--- src/rtl/bundle_ctrl_pkg.sv ---
// Shared types and default constants for the bundling-kernel arbiter.
package bundle_ctrl_pkg;

  typedef enum logic [1:0] {IDLE, STREAM, WAIT_DONE, RESULT} arb_state_t;

  localparam int unsigned DEFAULT_HV_DATA_WIDTH = 32;
  localparam int unsigned DEFAULT_TIMEOUT_CLKS  = 64;

endpackage

--- src/rtl/rr_arbiter.sv ---
// Combinational rotate-priority encoder: first asserted request at or after ptr, wrapping.
module rr_arbiter #(
  parameter int unsigned N    = 4,
  localparam int unsigned ID_W = (N > 1) ? $clog2(N) : 1
) (
  input  logic [N-1:0]    req,
  input  logic [ID_W-1:0] ptr,
  output logic            gnt_valid,
  output logic [ID_W-1:0] gnt_id
);

  always_comb begin
    int unsigned idx;
    idx       = 0;
    gnt_valid = 1'b0;
    gnt_id    = '0;
    for (int unsigned i = 0; i < N; i++) begin
      idx = (32'(ptr) + i) % N;
      if (!gnt_valid && req[idx]) begin
        gnt_valid = 1'b1;
        gnt_id    = ID_W'(idx);
      end
    end
  end

endmodule

--- src/rtl/bundle_kernel_arbiter.sv ---
// Frame-granular round-robin sharing of one bundling kernel between NUM_REQ requesters,
// with result routing and a watchdog on the wait for the kernel result.
module bundle_kernel_arbiter
  import bundle_ctrl_pkg::*;
#(
  parameter int unsigned NUM_REQ       = 4,
  parameter int unsigned HV_DATA_WIDTH = DEFAULT_HV_DATA_WIDTH,
  parameter int unsigned TIMEOUT_CLKS  = DEFAULT_TIMEOUT_CLKS,
  localparam int unsigned ID_W         = $clog2(NUM_REQ)
) (
  input  logic                             clk,
  input  logic                             reset,
  input  logic [NUM_REQ-1:0]               req_valid,
  input  logic [NUM_REQ-1:0]               req_first,
  input  logic [NUM_REQ-1:0]               req_last,
  input  logic [NUM_REQ*HV_DATA_WIDTH-1:0] req_data,
  output logic [NUM_REQ-1:0]               req_ready,
  output logic [NUM_REQ-1:0]               res_valid,
  output logic                             res_err,
  output logic [HV_DATA_WIDTH-1:0]         res_data,
  output logic                             k_valid,
  output logic                             k_first,
  output logic                             k_last,
  output logic [HV_DATA_WIDTH-1:0]         k_data_in,
  input  logic                             k_ready,
  input  logic                             k_done,
  input  logic [HV_DATA_WIDTH-1:0]         k_data_out,
  output logic                             busy,
  output logic [ID_W-1:0]                  grant_id,
  output logic                             proto_err
);

  localparam int unsigned TMR_W = $clog2(TIMEOUT_CLKS + 1);

  arb_state_t               state_q, state_d;
  logic [ID_W-1:0]          grant_q, grant_d;
  logic [ID_W-1:0]          rr_ptr_q, rr_ptr_d;
  logic                     started_q, started_d;
  logic [TMR_W-1:0]         timer_q, timer_d;
  logic [HV_DATA_WIDTH-1:0] res_data_q, res_data_d;
  logic                     res_err_q, res_err_d;
  logic                     proto_err_q, proto_err_d;

  logic                     arb_valid;
  logic [ID_W-1:0]          arb_id;

  rr_arbiter #(
    .N(NUM_REQ)
  ) u_rr_arbiter (
    .req      (req_valid & req_first),
    .ptr      (rr_ptr_q),
    .gnt_valid(arb_valid),
    .gnt_id   (arb_id)
  );

  always_comb begin
    state_d     = state_q;
    grant_d     = grant_q;
    rr_ptr_d    = rr_ptr_q;
    started_d   = started_q;
    timer_d     = timer_q;
    res_data_d  = res_data_q;
    res_err_d   = res_err_q;
    proto_err_d = proto_err_q;
    k_valid     = 1'b0;
    k_first     = 1'b0;
    k_last      = 1'b0;
    k_data_in   = '0;
    req_ready   = '0;
    res_valid   = '0;

    unique case (state_q)
      IDLE: begin
        if (|(req_valid & ~req_first) || k_done) begin
          proto_err_d = 1'b1;
        end
        if (arb_valid) begin
          grant_d   = arb_id;
          started_d = 1'b0;
          state_d   = STREAM;
        end
      end

      STREAM: begin
        k_valid            = req_valid[grant_q];
        k_first            = req_first[grant_q];
        k_last             = req_last[grant_q];
        k_data_in          = req_data[32'(grant_q)*HV_DATA_WIDTH +: HV_DATA_WIDTH];
        req_ready[grant_q] = k_ready;
        if (k_valid && k_ready) begin
          started_d = 1'b1;
          // A restart mid-frame is flagged but still forwarded to the kernel.
          if (k_first && started_q) begin
            proto_err_d = 1'b1;
          end
          if (k_last) begin
            if (k_done) begin
              res_data_d = k_data_out;
              res_err_d  = 1'b0;
              state_d    = RESULT;
            end else begin
              timer_d = '0;
              state_d = WAIT_DONE;
            end
          end
        end
      end

      WAIT_DONE: begin
        // k_done takes priority over an expiring watchdog in the same cycle.
        if (k_done) begin
          res_data_d = k_data_out;
          res_err_d  = 1'b0;
          state_d    = RESULT;
        end else if (timer_q == TMR_W'(TIMEOUT_CLKS - 1)) begin
          res_data_d = '0;
          res_err_d  = 1'b1;
          state_d    = RESULT;
        end else begin
          timer_d = timer_q + 1'b1;
        end
      end

      RESULT: begin
        res_valid[grant_q] = 1'b1;
        if (k_done) begin
          proto_err_d = 1'b1;
        end
        rr_ptr_d = (grant_q == ID_W'(NUM_REQ - 1)) ? '0 : grant_q + 1'b1;
        state_d  = IDLE;
      end

      default: state_d = IDLE;
    endcase
  end

  always_ff @(posedge clk) begin
    if (reset) begin
      state_q     <= IDLE;
      grant_q     <= '0;
      rr_ptr_q    <= '0;
      started_q   <= 1'b0;
      timer_q     <= '0;
      res_data_q  <= '0;
      res_err_q   <= 1'b0;
      proto_err_q <= 1'b0;
    end else begin
      state_q     <= state_d;
      grant_q     <= grant_d;
      rr_ptr_q    <= rr_ptr_d;
      started_q   <= started_d;
      timer_q     <= timer_d;
      res_data_q  <= res_data_d;
      res_err_q   <= res_err_d;
      proto_err_q <= proto_err_d;
    end
  end

  assign busy      = (state_q != IDLE);
  assign grant_id  = grant_q;
  assign res_data  = res_data_q;
  assign res_err   = res_err_q;
  assign proto_err = proto_err_q;

endmodule

--- config.mk ---
export PLATFORM = sky130hd
export DESIGN_NAME = bundle_kernel_arbiter
export DESIGN_NICKNAME = d
export VERILOG_FILES = /design/src/rtl/bundle_ctrl_pkg.sv /design/src/rtl/rr_arbiter.sv /design/src/rtl/bundle_kernel_arbiter.sv
export SDC_FILE = /design/constraint.sdc
export NUM_CORES = 1
export LEC_CHECK = 0
export BUFFER_PORTS_ARGS = -buffer_cell sky130_fd_sc_hd__clkbuf_2
export CORE_MARGIN = 2
export CORE_UTILIZATION = 25
export DETAILED_ROUTE_END_ITERATION = 6
export PLACE_DENSITY_LB_ADDON = 0.2
export SYNTH_ARGS = -nofsm -noshare
export SYNTH_HDL_FRONTEND = slang
export SYNTH_SLANG_ARGS = --single-unit
export TNS_END_PERCENT = 5
--- constraint.sdc ---
create_clock -name clk -period 1.9 [get_ports clk]
set_input_delay 0.095 -clock clk [delete_from_list [all_inputs] [get_ports clk]]
set_output_delay 0.095 -clock clk [all_outputs]
set_load 0.01 [all_outputs]
# == Word level (Yosys, flattened, before mapping) ==
# Index checks and enable logic that the tools add are counted.
# classes
n_addsub,5
n_lt_le_gt_ge,6
eq_ne,16
n_shift,1
mux,64
n_bitwise,4
n_reduce_logical,22
# ops
cell,n
$mux 32,6
$shiftx 128x8->32,1
$pmux 32 s2,1
$mux 7,5
$mux 1,27
$mux 2,10
$ne 2x2->1 const B,10
$lt 2x3->1 const B,5
$bmux 1 s2,7
$pmux 7 s2,1
$and 4x4->4,3
$reduce_and 5->1,2
$mux 4,2
$pmux 2 s4,1
$add 7x1->7 const B,1
$eq 7x6->1 const B,1
$eq 2x2->1 const B,3
$logic_and 1x1->1,6
$reduce_and 6->1,1
$reduce_bool 2->1,3
$add 2x1->2 const B,2
$add 2x2->2 const B,2
$not 4->4,1
$pmux 1 s2,2
other kinds (13),15
# totals
register_bits,48
in_bits,176
elab_cells,126

# == Logic depth before layout (Yosys ltp) ==
# Gate-level depths: netlist of run 1.
# logic_depth
word_depth,15
depth_mapped,8
depth_no_buf,7

# == Cells and area by module ==
# Synthesis of run 1 repeated with hierarchy kept, for this count alone.
# hier_totals
cells_unflattened,316
area_unflattened_um2,3298.2
# by_module_without_submodules
module,n_inst,cells_per_inst,area_per_inst_um2,seq_area_each_um2
bundle_kernel_arbiter,1,301,3220.6,960.9
rr_arbiter,1,15,77.6,0.0

# == Worst setup path after synthesis of run 1 ==
# OpenSTA, ideal clock, no wires.
# synth_timing
kind,reg2reg
startpoint,register grant_q[0] (netlist: grant_id[0])
endpoint,register res_data_q[20] (netlist: res_data[20])
arrival_ns,1.902
t_required_ns,1.772
path_slack_ns,-0.130
path_stages_with_launch,7
path_buffers,1
period_less_slack_ns,2.030
cell_sequence,dfxtp_1 mux4_2 and2_1 a21o_1 clkbuf_1 a32oi_1 nor2_1
# synth_via
elab_chain_cells,5
# synth_lines
item,line_no,rtl
start: declaration,bundle_kernel_arbiter.sv:36,"logic [ID_W-1:0] grant_q, grant_d;"
start signal: assignment,bundle_kernel_arbiter.sv:149,grant_q <= grant_d;
$bmux 1 s2,bundle_kernel_arbiter.sv:85,k_valid = req_valid[grant_q];
$mux 1 (implied by the code),bundle_kernel_arbiter.sv:85,
$logic_and 1x1->1,bundle_kernel_arbiter.sv:90,if (k_valid && k_ready) begin
$ne 2x2->1 (no line),--,
$reduce_and 5->1 (no line) *,--,
end signal: assignment,bundle_kernel_arbiter.sv:153,res_data_q <= res_data_d;
end: declaration,bundle_kernel_arbiter.sv:40,"logic [HV_DATA_WIDTH-1:0] res_data_q, res_data_d;"
# Mark *: on every way between the ends. The rest lies on a longest branch, timed or not. The select of a mux whose other input is x is not followed.
# A chain may end at the register's enable or synchronous reset.

# == Worst setup path after layout of run 1 ==
# layout_timing
startpoint,register grant_q[0] (netlist: grant_id[0])
endpoint,register res_data_q[30] (netlist: res_data[30])
# Same word-level chain as after synthesis.

==> key figures, run 1 <==
Finish
  – Area grow syn2layout: 56.76%
  – Layout Cell Area excl Fill: 5207 um2
  – Final cell count without fillers: 777
  – # diodes: 0
  – Layout Utilization: 39.80%
  – Share of post-route cells with drive strength above 1: 58.40%
  – Final nets: 785

GRT
  – Largest net degree at the start of global routing: 34
  – Antenna violations before repair: 0
  – Number of global-route vias before repair: 3788
  – First-pass GRT wire length: 19730 um
  – GR Util All Layers: 17.21%
  – Remaining Overflow, GRT: 0

Timing
  – Final hold violation count: 0
  – Fmax: 523.9 MHz
  – Slew HR: 71.14%
  – RSZ-0062 raised after global routing: yes
  – # setup viols final: 5
  – Worst Skew: 8.385 ps
  – Fin crit period: 1909 ps
  – Slew at the pin closest to its max-slew limit: 430.3 ps
  – Final setup margin: -8.846 ps
  – Fin crit share: 100.5%
  – Final Slew Violations: 0

Status
  – Status: complete, but fails checks
  – Failing checks: negative setup slack

Clock network
  – H-Tree Level Count: 2
  – CTS Buf Count: 5
  – Clock root buffer: clkbuf_16
  – Clock Sinks: 48
  – Insertion delay to the later sink of the worst-skew pair: 290 ps
  – Clk slew on worst S/H paths: 70 ps
  – Clock buffer depth: 2
  – TritonCTS clock tree: done

Detailed routing
  – Drt initial violations: 171
  – Vias: 3807
  – WL/cell: 16.48 um
  – Via/cell ratio: 4.900
  – First-pass DRT Iterations: 4
  – DRC viols: 0
  – ANT nets after route: 0
  – DRT Wirelength: 12810 um

Die
  – Die ar.: 14230 um2
  – Die X: 119.3 um
  – Die H: 119.3 um
  – Rows: 42
  – CORE AREA: 13090 um2
  – Initial Utilization: 25.39%
  – Top-Level Pins: 256

Worst setup path
  – CP max stage delay: 560 ps
  – Cell family with most CP delay: multiplexers
  – Reg2reg path depth: 6
  – Critical Path AT: 2130 ps
  – Worst-path cell chain: mux4_2 > and2_4 > a32oi_4 > clkbuf_16 > a32oi_1 > nor2_1
  – WP data required: 2120 ps
  – CP endpoint kind: flip-flop
  – Crit path max fanout: 16
  – R2R Setup Slk: -9 ps
  – CP Launch Type: flip-flop
  – Crit Path Category: flip-flop to flip-flop
  – Reg-to-Reg End: res_data[30]
  – Buffers and inverters on the worst path: 1
  – Worst reg2reg path startpoint: grant_id[0]
  – Critical path's slowest cell: mux4_2

Place
  – Worst slack at placement: -19.02 ps
  – Post-DP HPWL: 10140 um
  – Port buffer count: 255
  – DP Cell Count: 762
  – RD Place Congestion: 0.9285
  – Placed Area: 4883 um2

Logic synthesis
  – Warnings from Yosys: 0
  – Number of flops mapped to enable cells by yosys: 0
  – Top-count cell post-synth: dfxtp_1
  – Seq cells post-synth: 48
  – Ys async rst share: 0%
  – Register area share after synthesis: 28.93%
  – Post-synth cell types: 46
  – Syn nets: 523
  – Post-Synthesis Cell Area: 3322 um2
  – Share of the synthesized area in the top cell type: 28.93%
  – Cells after Synth: 338
  – Syn Area/Cell: 9.828 um2
  – Main flop type after synthesis: dfxtp_1
  – Largest area contributor in the netlist: dfxtp_1
  – Synth cell count leaders: dfxtp_1 (48), nor2_1 (45), and2_1 (39)
  – Synth top area cells: dfxtp_1 (29%), mux4_2 (23%), a32oi_1 (8.4%)

Pwr
  – Max IR drop VDD: 417.1 uV
  – Leak: 0.002455 uW
  – P per Cell Area: 984.7 nW/um2

Worst hold path
  – Hold endpoint: res_data[18]
  – Worst Hold Class: primary input to flip-flop
  – Hold path cells: 3
  – Hold_sp: k_data_out[18]

Job
  – Max Cap Violations: 0
==> how the worst max path moves through the flow <==
stage,to,cells past startpoint,startpoint,slack [ps]
floorplan,k_data_in[23],4,grant_id[0],30
global placement,k_data_in[7],5,grant_id[0],20
detailed placement,res_data[28],6,grant_id[0],-20
CTS,res_data[28],6,grant_id[0],-7
global route,res_data[28],6,grant_id[0],-90
finish,res_data[30],6,grant_id[0],-9
==> routing by layer <==
metal | global-route usage, % | part of all wire (%)
met4 | 4.315 | 1.6
met3 | 4.071 | 6.7
met2 | 29.99 | 50
met5 | 0 | 0
met1 | 21.34 | 42
==> cell families after synthesis <==
logic type,synth area share [%]
DFF,28.93
adders and majority gates,3.390
and+or+nand+nor,18.91
muxes,24.59
AOI/OAI and AO/OA,18.91
buffers and inverters,5.273
==> layout by cell type (no fill, tap or decap), drive strengths merged, types with 5 or more instances in the layout <==
cell type,instances
dfxtp,48
ha,9
nand3,9
and3,5
and2,39
mux4,34
a32oi,33
clkbuf,262
inv,13
a21oi,11
nor2,45
nand2,14
o21ai,7
buf,28
==> worst reg2reg max path: stages (launching register included) <==
cell and delay (ps):
dfxtp_4 400, mux4_2 560, and2_4 190, a32oi_4 280, clkbuf_16 250, a32oi_1 60, nor2_1 110
==> flip-flops by register name, summed over array words and instances (netlist names) <==
register / count
grant_id: 2
proto_err: 1
res_data: 32
res_err: 1
rr_ptr_q: 2
started_q: 1
state_q: 2
timer_q: 7
==> where the power goes <==
part,total (uW),switching [uW],internal (uW)
sequential,1250,114,1140
clock,917,390,527
combinational,2960,1470,1490
==> layout make-up <==
cell class | count | area, um2
Clock buffer | 6 | 138.9
Clock inverter | 2 | 13.76
Sequential cell | 48 | 967.2
Fill cell | 1334 | 7878
Tap cell | 176 | 220.2
Multi-Input combinational cell | 249 | 2245
Timing Repair Buffer | 284 | 1578
Inverter | 12 | 45.04
==> metrics by stage <==
stage / power, uW / hold slack, ps / setup TNS [ps]
finish: 5128 / 69.94 / -15.55
global route: 5487 / 68.78 / -2572
CTS: 5065 / 60.58 / -7.282
detailed placement: 4050 / 363.4 / -39.60
global placement: 4006 / 353.8 / 0
floorplan: 3007 / 270.7 / 0
==> what timing repair did <==
| item | CTS | global route |
|---|---|---|
| resized for setup | 6 | 17 |
| endpoints found under the hold margin | 0 | 0 |
| pin swaps | 1 | 4 |
| cloned | 0 | 1 |
| setup endpoints to repair | 40 | 53 |
| hold buffers | 0 | 0 |
| setup buffers | 5 | 1 |
No activity file was read; power rests on OpenSTA's default activity.
==> inputs of run 2 (changes only) <==
--- a/constraint.sdc
+++ b/constraint.sdc
@@ -3,2 +3,2 @@
 set_output_delay 0.095 -clock clk [all_outputs]
-set_load 0.01 [all_outputs]
+set_load 0.005 [all_outputs]
==> run 2 against run 1 <==
The flow now finishes without violations. Total power up 1.7%. Flip-flop and latch count unchanged. Final area up 1.7%. Cell count up 0.51%. Die area unchanged. Via count up 2.8%. Core utilization up 0.68 points. Routed wire length up 2.0%. Clock skew down 5.5 ps.
==> key figures, run 2 (synthesis gave the netlist of run 1 again) <==
Finish
  – Max reg flops: 32 (unchanged)
  – Area grow syn2layout: 59.44% (was 56.76%)
  – Final nets: 789 (was 785)
  – Layout Utilization: 40.48% (was 39.80%)
  – Multi-input logic area: 2275 um2 (was 2245 um2)
  – Commonest non-fill, non-tap cell in the layout: clkbuf_2 (unchanged)
  – Most frequent cells in the layout: clkbuf_2 (255), nor2_1 (45), dfxtp_1 (45) (unchanged)
  – Number of fill cells: 1311 (was 1334)
  – # diodes: 0 (unchanged)
  – Share of post-route cells with drive strength above 1: 58.35% (was 58.40%)
  – Register area: 967.2 um2 (unchanged)

GRT
  – Largest net degree at the start of global routing: 35 (was 34)
  – Remaining Overflow, GRT: 0 (unchanged)
  – Number of global-route vias before repair: 3750 (was 3788)
  – GR Util All Layers: 17.13% (was 17.21%)
  – First-pass GRT wire length: 19600 um (was 19730 um)
  – Antenna violations before repair: 0 (unchanged)

Clock network
  – Clk slew on worst S/H paths: 70 ps (about the same)
  – Clock Sinks: 48 (unchanged)
  – CTS Buf Count: 5 (unchanged)
  – TritonCTS clock tree: done (unchanged)
  – Hold buffer count at cts: 0 (unchanged)
  – H-Tree Level Count: 2 (unchanged)
  – Clock root buffer: clkbuf_16 (unchanged)
  – Insertion delay to the later sink of the worst-skew pair: 280 ps (was 290 ps)
  – Clock buffer depth: 2 (unchanged)

Worst hold path
  – Hold endpoint: res_data[7] (was res_data[18])
  – Worst Hold Class: primary input to flip-flop (unchanged)
  – Hold_sp: k_data_out[7] (was k_data_out[18])
  – Hold path cells: 3 (unchanged)

Worst setup path
  – Buffers and inverters on the worst path: 1 (unchanged)
  – CP Launch Type: flip-flop (unchanged)
  – Crit Path Category: flip-flop to flip-flop (unchanged)
  – Worst reg2reg path startpoint: grant_id[0] (unchanged)
  – CP max stage delay: 540 ps (was 560 ps)
  – CP endpoint kind: flip-flop (unchanged)
  – Critical Path AT: 2060 ps (was 2130 ps)
  – Critical path's slowest cell: mux4_2 (unchanged)
  – Cell family with most CP delay: multiplexers (unchanged)
  – R2R Setup Slk: 2 ps (was -9 ps)
  – Reg-to-Reg End: res_data[24] (was res_data[30])
  – Crit path max fanout: 33 (was 16)
  – Reg2reg path depth: 6 (unchanged)
  – Worst-path cell chain: mux4_2 > and2_4 > a21o_1 > buf_12 > a32oi_1 > nor2_1 (was mux4_2 > and2_4 > a32oi_4 > clkbuf_16 > a32oi_1 > nor2_1)
  – WP data required: 2070 ps (was 2120 ps)

Die
  – Initial Utilization: 25.39% (unchanged)
  – Rows: 42 (unchanged)
  – Top-Level Pins: 256 (unchanged)
  – Die ar.: 14230 um2 (unchanged)
  – Die X: 119.3 um (unchanged)
  – Die H: 119.3 um (unchanged)
  – CORE AREA: 13090 um2 (unchanged)

Timing
  – RSZ-0062 raised after global routing: yes (unchanged)
  – Final hold violation count: 0 (unchanged)
  – Final Slew Violations: 0 (unchanged)
  – Fin crit share: 99.89% (was 100.5%)
  – Worst Skew: 2.851 ps (was 8.385 ps)
  – Fin crit period: 1898 ps (was 1909 ps)
  – Min Hold Slack: 72.54 ps (was 69.94 ps)
  – Fmax: 526.9 MHz (was 523.9 MHz)
  – Slew HR: 75.70% (was 71.14%)
  – # setup viols final: 0 (was 5)
  – Slew at the pin closest to its max-slew limit: 364.5 ps (was 430.3 ps)

Detailed routing
  – Vias: 3913 (was 3807)
  – M1 wire length: 5216 um (was 5358 um)
  – First-pass DRT Iterations: 5 (was 4)
  – DRT Wirelength: 13060 um (was 12810 um)
  – WL/cell: 16.72 um (was 16.48 um)
  – DRC viols: 0 (unchanged)
  – Top sig layer: met4 (unchanged)
  – Met2 WL: 6680 um (was 6377 um)
  – ANT nets after route: 0 (unchanged)
  – Via/cell ratio: 5.010 (was 4.900)
  – Drt initial violations: 188 (was 171)
  – WL met3: 971 um (was 863 um)

Place
  – RD Place Congestion: 0.9155 (was 0.9285)
  – Post-DP HPWL: 10290 um (was 10140 um)
  – Port buffer count: 255 (unchanged)

Pwr
  – Max IR drop VDD: 353.7 uV (was 417.1 uV)
  – Leak: 0.002493 uW (was 0.002455 uW)
  – P per Cell Area: 984.7 nW/um2 (about the same)

Job
  – Max Cap Violations: 0 (unchanged)

Status
  – Status: finished clean (was complete, but fails checks)
## run 2: changes by cell type in the layout (fill, tap and decap cells not counted), sizes merged
cell	delta
buf	+3
bufinv	+1
clkbuf	+1
inv	-1
## run 2: per-stage QoR
stage / total power (uW) / TNS, ps / instances / setup WS, ps / area, um2
2_1_floorplan: 2853 / 0 / 338 / 8.224 / 3323
3_3_place_gp: 3949 / -18.59 / 768 / -15.49 / 4926
3_5_place_dp: 3977 / -1533 / 768 / -66.70 / 4926
4_1_cts: 5065 / 0 / 777 / 13.45 / 5126
5_1_grt: 5567 / -1359 / 781 / -57.55 / 5296
6_report: 5215 / 0 / 781 / 2.103 / 5296
## run 2: worst max path at each step
| stage | startpoint | end | slack, ps | depth (start not counted) |
|---|---|---|---|---|
| finish | grant_id[0] | res_data[24] | 2 | 6 |
| global route | grant_id[0] | res_data[22] | -60 | 6 |
| CTS | grant_id[0] | timer_q[5] | 10 | 6 |
| detailed placement | grant_id[0] | res_data[28] | -70 | 6 |
| global placement | state_q[1] | timer_q[6] | -20 | 6 |
| floorplan | grant_id[0] | res_data[20] | 8 | 6 |
## run 2: worst reg2reg max path: stages, from the launching register on
cell and delay (ps):
dfxtp_4 400, mux4_2 540, and2_4 200, a21o_1 180, buf_12 180, a32oi_1 210, nor2_1 60
## run 2: timing repair
action	CTS	global route
endpoints found under the setup margin	62	53
hold endpoints to repair	0	0
pin swaps	0	12
resized for setup	5	16
cloned	0	3
buffers inserted	1	1
## run 2: routing by layer
layer | track usage (%) | up-vias
met5 | 0 | -
met2 | 30.32 | 194
met1 | 20.99 | 1881
met4 | 3.348 | 0
met3 | 4.454 | 14
li1 | - | 1824
## run 2: report_power, final
part | switching (uW) | internal, uW | total, uW
clock network | 384 | 659 | 1040
logic | 1380 | 1540 | 2920
registers | 115 | 1140 | 1250
## run 2: final cells by class
class                           instances  share of cell area (%)
Timing Repair Buffer                  288                   30.43
Multi-Input combinational cell        249                   42.95
Inverter                               12                  0.8505
Sequential cell                        48                   18.26
Clock inverter                          2                  0.7323
Clock buffer                            6                   2.622
Tap cell                              176                   4.158
==> inputs of run 3 (changes only) <==
ABC_AREA = 1   (was default)
SETUP_SLACK_MARGIN = 0.1   (was default)
==> run 3 against run 2 <==
Routed wire length is 19% higher. Critical path depth stayed put. Flip-flop and latch count stayed put. Sequential share of layout area is 1.6 points lower. Cell count is 47% higher. Maximum frequency is 8.7% higher. Total power is 31% higher. Hold slack better by 60 ps. Combinational power is 51% higher. Count of clock-buffer cells in the layout is 1 lower. Via count is 36% higher.
==> key figures, run 3 <==
Logic synthesis
  – Synth top area cells: dfxtp_1 (24%), nor2_1 (15%), nand2_1 (11%) (was dfxtp_1 (29%), mux4_2 (23%), a32oi_1 (8.4%))
  – Post-Synthesis Cell Area: 3989 um2 (was 3322 um2)
  – Largest area contributor in the netlist: dfxtp_1 (unchanged)
  – Post-synth cell types: 33 (was 46)
  – Cells after Synth: 691 (was 338)
  – Syn nets: 876 (was 523)
  – Share of the synthesized area in the top cell type: 24.09% (was 28.93%)
  – Syn Area/Cell: 5.773 um2 (was 9.828 um2)
  – Synth cell count leaders: nor2_1 (157), nand2_1 (122), a21oi_1 (80) (was dfxtp_1 (48), nor2_1 (45), and2_1 (39))
  – Seq cells post-synth: 48 (unchanged)
  – Top-count cell post-synth: nor2_1 (was dfxtp_1)
  – Warnings from Yosys: 0 (unchanged)
  – Register area share after synthesis: 24.09% (was 28.93%)
  – Ys async rst share: 0% (unchanged)
  – Number of flops mapped to enable cells by yosys: 0 (unchanged)
  – Main flop type after synthesis: dfxtp_1 (unchanged)

Die
  – CORE AREA: 15710 um2 (was 13090 um2)
  – Die H: 130.3 um (was 119.3 um)
  – Rows: 46 (was 42)
  – Die X: 130.3 um (was 119.3 um)
  – Top-Level Pins: 256 (unchanged)
  – Die ar.: 16980 um2 (was 14230 um2)
  – Initial Utilization: 25.39% (about the same)

Timing
  – # setup viols final: 0 (unchanged)
  – Fin crit share: 91.91% (was 99.89%)
  – Setup TNS: 0 ps (unchanged)
  – Final setup margin: 153.8 ps (was 2.103 ps)
  – Final Slew Violations: 0 (unchanged)
  – Final hold violation count: 0 (unchanged)
  – Fmax: 572.7 MHz (was 526.9 MHz)
  – Slew at the pin closest to its max-slew limit: 440.2 ps (was 364.5 ps)
  – Slew HR: 70.65% (was 75.70%)
  – RSZ-0062 raised after global routing: yes (unchanged)
  – Fin crit period: 1746 ps (was 1898 ps)
  – Worst Skew: 6.101 ps (was 2.851 ps)

GRT
  – GR Util All Layers: 17.01% (was 17.13%)
  – Antenna violations before repair: 0 (unchanged)
  – Remaining Overflow, GRT: 0 (unchanged)
  – Largest net degree at the start of global routing: 63 (was 35)
  – First-pass GRT wire length: 23260 um (was 19600 um)
  – Number of global-route vias before repair: 4643 (was 3750)

Pwr
  – P per Cell Area: 1172 nW/um2 (was 984.7 nW/um2)
  – Leak: 0.002890 uW (was 0.002493 uW)
  – Max IR drop VDD: 608.0 uV (was 353.7 uV)

Detailed routing
  – Drt initial violations: 347 (was 188)
  – WL met3: 956 um (was 971 um)
  – Met2 WL: 7495 um (was 6680 um)
  – WL/cell: 13.55 um (was 16.72 um)
  – Via/cell ratio: 4.623 (was 5.010)
  – M1 wire length: 6736 um (was 5216 um)
  – DRT Wirelength: 15580 um (was 13060 um)
  – Vias: 5316 (was 3913)
  – First-pass DRT Iterations: 5 (unchanged)
  – DRC viols: 0 (unchanged)
  – ANT nets after route: 0 (unchanged)
  – Top sig layer: met4 (unchanged)

Worst setup path
  – Crit path max fanout: 36 (was 33)
  – Buffers and inverters on the worst path: 4 (was 1)
  – WP data required: 1800 ps (was 2070 ps)
  – Reg-to-Reg End: state_q[1] (was res_data[24])
  – Cell family with most CP delay: buffers and inverters (was multiplexers)
  – Critical Path AT: 1650 ps (was 2060 ps)
  – Worst-path cell chain: inv_1 > ha_2 > clkinv_1 > buf_12 > a21oi_1 > clkbuf_2 (was mux4_2 > and2_4 > a21o_1 > buf_12 > a32oi_1 > nor2_1)
  – Reg2reg path depth: 10 (was 6)
  – Worst setup path endpoint: k_data_in[1] (was res_data[24])
  – CP endpoint kind: output port (was flip-flop)
  – Critical path's slowest cell: dfxtp_1 (was mux4_2)
  – CP Launch Type: flip-flop (unchanged)
  – CP max stage delay: 350 ps (was 540 ps)
  – Critical Path Stages: 6 (unchanged)
  – Crit Path Category: flip-flop to output port (was flip-flop to flip-flop)
  – Worst reg2reg path startpoint: rr_ptr_q[0] (was grant_id[0])
  – Crit path from: state_q[1] (was grant_id[0])
  – R2R Setup Slk: 190 ps (was 2 ps)

Finish
  – Commonest non-fill, non-tap cell in the layout: clkbuf_2 (unchanged)
  – Final nets: 1118 (was 789)
  – Number of fill cells: 1802 (was 1311)
  – Area grow syn2layout: 45.89% (was 59.44%)
  – Share of post-route cells with drive strength above 1: 34.05% (was 58.35%)
  – Most frequent cells in the layout: clkbuf_2 (256), nor2_1 (156), nand2_1 (122) (was clkbuf_2 (255), nor2_1 (45), dfxtp_1 (45))
  – Max reg flops: 32 (unchanged)
  – # diodes: 0 (unchanged)

Worst hold path
  – Hold path cells: 5 (was 3)
  – Worst Hold Class: primary input to flip-flop (unchanged)

Clock network
  – TritonCTS clock tree: done (unchanged)
  – Clock root buffer: clkbuf_16 (unchanged)
  – Insertion delay to the later sink of the worst-skew pair: 290 ps (was 280 ps)
  – CTS Buf Count: 5 (unchanged)
  – Clk slew on worst S/H paths: 70 ps (about the same)
  – Clock buffer depth: 2 (unchanged)
  – Clock Sinks: 48 (unchanged)
  – H-Tree Level Count: 2 (unchanged)

Place
  – Port buffer count: 255 (unchanged)
  – RD Place Congestion: 0.8580 (was 0.9155)
  – Worst slack at placement: 206.3 ps (was -66.70 ps)
  – Post-DP HPWL: 11590 um (was 10290 um)

Job
  – Max Cap Violations: 0 (unchanged)

Status
  – Status: finished clean (unchanged)
[run 3: changes by cell type after synthesis, sizes merged, moves of 39 or more]
cell	delta
nand3	+57
nand2	+110
o21ai	+66
nor2	+113
and2	-39
a21oi	+70
[run 3: worst min-delay path by stage]
stage	to	slack, ps	start
3_5_place_dp	res_data[27]	440	k_data_out[27]
2_1_floorplan	res_data[24]	330	k_data_out[24]
6_report	res_data[27]	130	k_data_out[27]
5_1_grt	res_data[31]	150	k_data_out[31]
3_3_place_gp	res_data[31]	440	k_data_out[31]
4_1_cts	res_data[27]	130	k_data_out[27]
[run 3: stage by stage]
| step | total power (uW) | hold slack [ps] | utilization, % | std cells | cell area [um2] |
|---|---|---|---|---|---|
| 6_report | 6818 | 133.0 | 37.04 | 1150 | 5819 |
| 5_1_grt | 7498 | 147.1 | 37.04 | 1150 | 5819 |
| 4_1_cts | 6683 | 134.5 | 36.06 | 1140 | 5667 |
| 3_5_place_dp | 5597 | 442.0 | 34.88 | 1132 | 5480 |
| 3_3_place_gp | 5601 | 441.7 | 34.88 | 1132 | 5480 |
| 2_1_floorplan | 4175 | 330.2 | - | 691 | 3989 |
[run 3: logic make-up after synthesis]
family	Yosys count	share of synthesized area, %
xor+xnor	3	0.6588
compound gates	187	26.07
fa+ha+maj	9	2.823
flops	48	24.09
buf+inv	89	9.756
simple gates	355	36.61
[run 3: area by class of cell]
class	instances	area [um2]	share of cell area (%)
Clock inverter	3	46.29	0.7955
Timing Repair Buffer	284	1578	27.11
Multi-Input combinational cell	554	2673	45.93
Clock buffer	5	125.1	2.150
Sequential cell	48	968.4	16.64
Tap cell	216	270.3	4.644
Inverter	40	158.9	2.731
[run 3: metal layers]
metal	global-route usage, %	vias to the layer above
met4	5.313	0
met1	21.45	2361
met5	0	-
met2	29.53	174
met3	2.952	28
li1	-	2753
[run 3: repair_timing]
| action | CTS | global route |
|---|---|---|
| gates cloned | 0 | 1 |
| gates resized for setup | 4 | 20 |
| hold buffers | 0 | 0 |
| endpoints found under the setup margin | 36 | 84 |
| pin swaps | 0 | 4 |
| setup buffers | 0 | 9 |
[run 3: worst reg2reg max path, cell delays in order, from the launching register on]
cell,delay (ps)
dfxtp_2,350
clkinvlp_4,140
clkbuf_2,190
nand3_1,80
nand2_1,70
nand2_1,60
nand2_1,110
nor2_4,140
nand4_1,210
a21oi_2,200
nor2_1,50
[run 3: power breakdown]
| group | internal (uW) | leakage, uW | total, uW | switching, uW |
|---|---|---|---|---|
| Clock | 626 | 0.0000804 | 1030 | 400 |
| Sequential | 1220 | 0.000392 | 1390 | 176 |
| Combinational | 1720 | 0.00242 | 4400 | 2680 |
| Total | 3560 | 0.00289 | 6820 | 3260 |
